`config.mk`:
```
export PLATFORM = sky130hd
export DESIGN_NAME = directory_arbiter
export DESIGN_NICKNAME = d
export VERILOG_FILES = /design/src/rtl/directory_arbiter.sv
export SDC_FILE = /design/constraint.sdc
export NUM_CORES = 1
export LEC_CHECK = 0
export ABC_AREA = 1
export CAP_MARGIN = 20
export CORE_MARGIN = 5
export CORE_UTILIZATION = 35
export DETAILED_ROUTE_END_ITERATION = 10
export PLACE_DENSITY = 0.77
export SYNTH_ARGS = -nofsm -noshare
export SYNTH_HDL_FRONTEND = slang
export SYNTH_SLANG_ARGS = --single-unit
```
`constraint.sdc`:
```
create_clock -name CLK -period 2.01 [get_ports CLK]
set_input_delay 0.5025 -clock CLK [delete_from_list [all_inputs] [get_ports CLK]]
set_output_delay 0.5025 -clock CLK [all_outputs]
set_load 0.01 [all_outputs]
```
`src/rtl/directory_arbiter.sv`:
```
// directory_arbiter: round-robin serialiser of four cache requesters onto a single
// directory put/get port, with at most one transaction outstanding.
module directory_arbiter #(
   parameter int INDEX_WIDTH = 12,
   parameter int TAG_WIDTH = 18,
   parameter int STATE_WIDTH = 2,
   localparam int ROW = STATE_WIDTH + TAG_WIDTH,
   localparam int ENTRY = 4 * ROW,
   localparam int PUT = INDEX_WIDTH + 1 + ROW + 2
) (
   input  logic                     CLK,
   input  logic                     RST_N,
   input  logic [3:0]               req_valid,
   output logic [3:0]               req_ready,
   input  logic [3:0]               req_write,
   input  logic [4*INDEX_WIDTH-1:0] req_idx,
   input  logic [4*ROW-1:0]         req_row,
   output logic [3:0]               resp_valid,
   input  logic [3:0]               resp_ready,
   output logic [ENTRY-1:0]         resp_entry,
   output logic                     dir_put_valid,
   input  logic                     dir_put_ready,
   output logic [PUT-1:0]           dir_put_request,
   output logic                     dir_get_valid,
   input  logic                     dir_get_ready,
   input  logic [ENTRY-1:0]         dir_get_response,
   output logic                     busy
);
   typedef enum logic [1:0] {IDLE, ISSUE, WAIT_GET, RESP} state_t;
   state_t state, nxt;
   logic [1:0] rr_ptr, gnt, g_q;
   logic [INDEX_WIDTH-1:0] idx_q;
   logic [ROW-1:0] row_q;
   logic wr_q;
   // lowest rotation offset from rr_ptr wins, so scan offsets high to low
   always_comb begin
      gnt = rr_ptr;
      for (int k = 3; k >= 0; k--)
         if (req_valid[rr_ptr + 2'(k)]) gnt = rr_ptr + 2'(k);
   end
   always_comb begin
      nxt = state;
      req_ready = '0;
      dir_put_valid = 1'b0;
      dir_get_valid = 1'b0;
      resp_valid = '0;
      case (state)
         IDLE: begin
            nxt = |req_valid ? ISSUE : IDLE;
            req_ready = (RST_N && |req_valid) ? 4'b0001 << gnt : 4'b0000;
         end
         ISSUE: begin
            dir_put_valid = 1'b1;
            nxt = dir_put_ready ? (wr_q ? IDLE : WAIT_GET) : ISSUE;
         end
         WAIT_GET: begin
            dir_get_valid = 1'b1;
            nxt = dir_get_ready ? RESP : WAIT_GET;
         end
         RESP: begin
            resp_valid = 4'b0001 << g_q;
            nxt = resp_ready[g_q] ? IDLE : RESP;
         end
      endcase
   end
   assign busy = state != IDLE;
   assign dir_put_request = {idx_q, wr_q, row_q, g_q[1], g_q[0]};
   always_ff @(posedge CLK or negedge RST_N) begin
      if (!RST_N) begin
         state <= IDLE;
         rr_ptr <= '0;
         g_q <= '0;
         idx_q <= '0;
         wr_q <= 1'b0;
         row_q <= '0;
         resp_entry <= '0;
      end else begin
         state <= nxt;
         if (state == IDLE && |req_valid) begin
            g_q <= gnt;
            rr_ptr <= gnt + 2'd1;
            idx_q <= req_idx[gnt*INDEX_WIDTH +: INDEX_WIDTH];
            wr_q <= req_write[gnt];
            row_q <= req_row[gnt*ROW +: ROW];
         end
         if (state == WAIT_GET && dir_get_ready) resp_entry <= dir_get_response;
      end
   end
endmodule

```
==> flow_metrics.py <==
metrics = {
    "placement": {
        "dpl.hpwl_mm": 16.74,
        "pre_cts_ws_ps": -1083,
        "placed_area_sq_um": 10210,
        "globalplace.congestion": 0.8669,
        "io_buffers": 349,
    },
    "timing": {
        "fmax_mhz": 385.4,
        "slew_headroom": 0.5099,
        "period_minus_slack_ps": 2595,
        "rsz0062_at_grt": "yes",
        "min_period_over_period": 1.291,
        "clock_skew_ps": 7.981,
        "finalSetupViolations": 39,
        "maxSlewViolCount": 0,
        "max_slew.worst_pin.slew_ps": 728.5,
        "hold_violations": 0,
        "worst_slack_ps": -584.8,
    },
    "global_routing": {
        "grt_overflow": 0,
        "track_usage": 0.2322,
        "grt_pass1_wl_mm": 37.15,
        "antenna_found_initial": 0,
        "grt_pass1_vias": 6696,
        "grt_max_degree": 67,
    },
    "final_layout": {
        "multi_input_area_sq_um": 3093,
        "seqCellArea_sq_um": 2979,
        "drive_above_1_share": 0.2186,
        "post-route-util": 0.6451,
        "syn2layout_area_growth_pct": 83.14,
        "diodes": 0,
        "nFillCells": 1436,
        "nets": 1373,
        "postLayoutCellArea_sq_um": 11510,
    },
    "critical_path": {
        "crit_type": "register to output port",
        "rr_startpoint": "rr_ptr[0]",
        "start_kind": "register",
        "worstReg2RegEnd": "row_q[14]",
        "rr_worst_depth": 17,
        "end_kind": "output port",
        "worstPathRequired_ps": 1510,
        "critPathArrivalTime_ps": 2090,
        "path_max_fanout": 4,
        "r2r_setup_slack_ps": -250,
    },
    "drt": {
        "wl_mm": 25.02,
        "dr_wl_met2_mm": 12.86,
        "drc": 0,
        "drtIter0Drc": 258,
        "wl_per_cell_um": 17.99,
        "drt-met1-wl_mm": 9.718,
        "routed-wl-met3_mm": 2.061,
        "vias": 6640,
        "drtAntennaViolNets": 0,
        "viasPerCell": 4.774,
        "dr.pass1.iters": 5,
        "maxUsedRoutingLayer": "met4",
    },
    "floorplanning": {
        "fp.dieH_um": 144,
        "core_area_sq_um": 17840,
        "rows": 49,
        "die_w_um": 144,
        "die_area_sq_um": 20740,
        "initial_core_util": 0.3523,
        "io_pins": 350,
    },
    "logic_synthesis": {
        "synth-main-ff-cell": "dfrtp_1",
        "synth_cells": 766,
        "netlist.area_leader.share": 0.4738,
        "yosysMostFrequentCell": "nand2_1",
        "avgSynthCellArea_sq_um": 8.205,
        "syn_area_sq_um": 6285,
        "yosysSeqAreaShare": 0.4738,
        "synth_common_cells": "nand2_1 (302), dfrtp_1 (119), nand3_1 (108)",
        "synth_fp_nets": 990,
        "synth_largest_area_cell": "dfrtp_1",
        "synth-edff-count": 0,
        "synth_area_leaders": "dfrtp_1 (47%), nand2_1 (18%), mux2_2 (14%), nand3_1 (8.6%), inv_1 (4.7%)",
        "synth_cell_types": 25,
        "yosysWarnings": 0,
        "async_flop_share": 1.000,
        "ys_ff_latch": 119,
    },
    "run_status": {
        "status": "finished, violations left",
        "failed_checks": "setup timing",
    },
    "cts": {
        "ctsHoldBuffers": 0,
        "cts_sinks": 119,
        "cts_buffers": 17,
        "htreeDepth": 4,
        "cts_tree": "done",
        "cts-root-buf": "clkbuf_16",
        "clockBufferDepth": 2,
        "clk_latency_ps": 410,
        "clk_pin_slew_ps": 60,
    },
    "power": {
        "p_leak_uw": 0.005533,
        "powerDensity_nw_per_um2": 1835,
        "ir_drop_mv": 0.9324,
    },
    "worst_hold_path": {
        "hp-class": "input port to async pin",
    },
    "job": {
        "cap_violations": 0,
    },
}
## per-layer routing
layer	global-route usage	vias to the layer above
li1	-	3185
met3	0.06217	28
met5	0	-
met2	0.4008	279
met4	0.05946	0
met1	0.2892	3148
## repair_timing
action,4_1_cts,5_1_grt
pin swaps,27,66
endpoints found under the setup margin,46,44
setup buffers,12,3
gates cloned,9,1
resized for setup,96,52
## kinds of logic after synthesis
family                 after synthesis  share of synthesized area
AOI/OAI and AO/OA                    9                   0.008560
DFF                                119                     0.4738
muxes                               80                     0.1433
buffers and inverters              128                    0.09058
and+or+nand+nor                    430                     0.2837
## state kept, by name, summed over array words and instances, names as in the netlist
register / count
rr_ptr: 2
row_q: 20
g_q: 2
resp_entry: 80
wr_q: 1
state: 2
idx_q: 12
## power breakdown
part	total (uW)	internal [uW]	switching [uW]
sequential	4270	3620	647
combinational	13900	6960	6930
clock	2950	1730	1220
## area by class of cell
cell class	instances	share of cell area
sequential	119	0.2588
inverter	84	0.02805
tap	229	0.02489
clock buffer	17	0.03696
timing repair buffer	408	0.3698
clock inverter	15	0.01272
multi-input combinational	519	0.2687
## cell usage in the layout, fill, tap and decap left out, types with 2 or more instances in the layout
cell and instances:
buf_12 15, nand4_1 2, a21oi_1 2, dfrtp_1 118
buf_6 5, clkinv_2 2, mux2_2 80, inv_8 2
clkdlybuf4s50_1 333, buf_4 34, bufbuf_16 2, nand2_1 277
nor3_1 3, nor2_4 3, inv_1 77, nand2_4 6
nand3_2 26, buf_16 4, clkbuf_16 18, buf_2 2
nand3_1 77, nor2_1 4, nor3_2 2, dlygate4sd2_1 7
inv_6 4, nand2_2 21, o21ai_4 2, a31oi_1 2
clkinvlp_4 3, clkinv_4 4, nand3_4 6, inv_2 4
clkbuf_2 3
## stage by stage
step	TNS, ps	hold WS, ps	instances	power [uW]
final	-9200	138.6	1391	21120
after global routing	-14110	141.6	1391	22590
after global placement	-28800	461.6	1338	14790
after CTS	-6029	135.0	1391	20860
after floorplan	-590.5	206.9	766	10380
after detailed placement	-30980	465.1	1338	14960
## critical path: stages, from the launching register on
cell and delay (ps):
dfrtp_2 450, buf_12 150, o21ai_4 170, nand2_2 100
nand2_2 80, nand2_2 60, nand2_4 70, nand2_2 60
nand2_4 70, nand2_4 70, inv_6 70, nand3_4 80
nor2_4 120, buf_6 110
## how the worst max path moves through the flow
stage	start	endpoint	slack (ps)
after floorplan	rr_ptr[0]	req_ready[0]	-160
after global placement	req_valid[3]	req_ready[3]	-1020
after detailed placement	req_valid[3]	req_ready[3]	-1080
after CTS	rr_ptr[0]	req_ready[3]	-560
after global routing	rr_ptr[0]	req_ready[2]	-690
final	rr_ptr[0]	req_ready[2]	-580
Power figures use the tool's default switching activity.
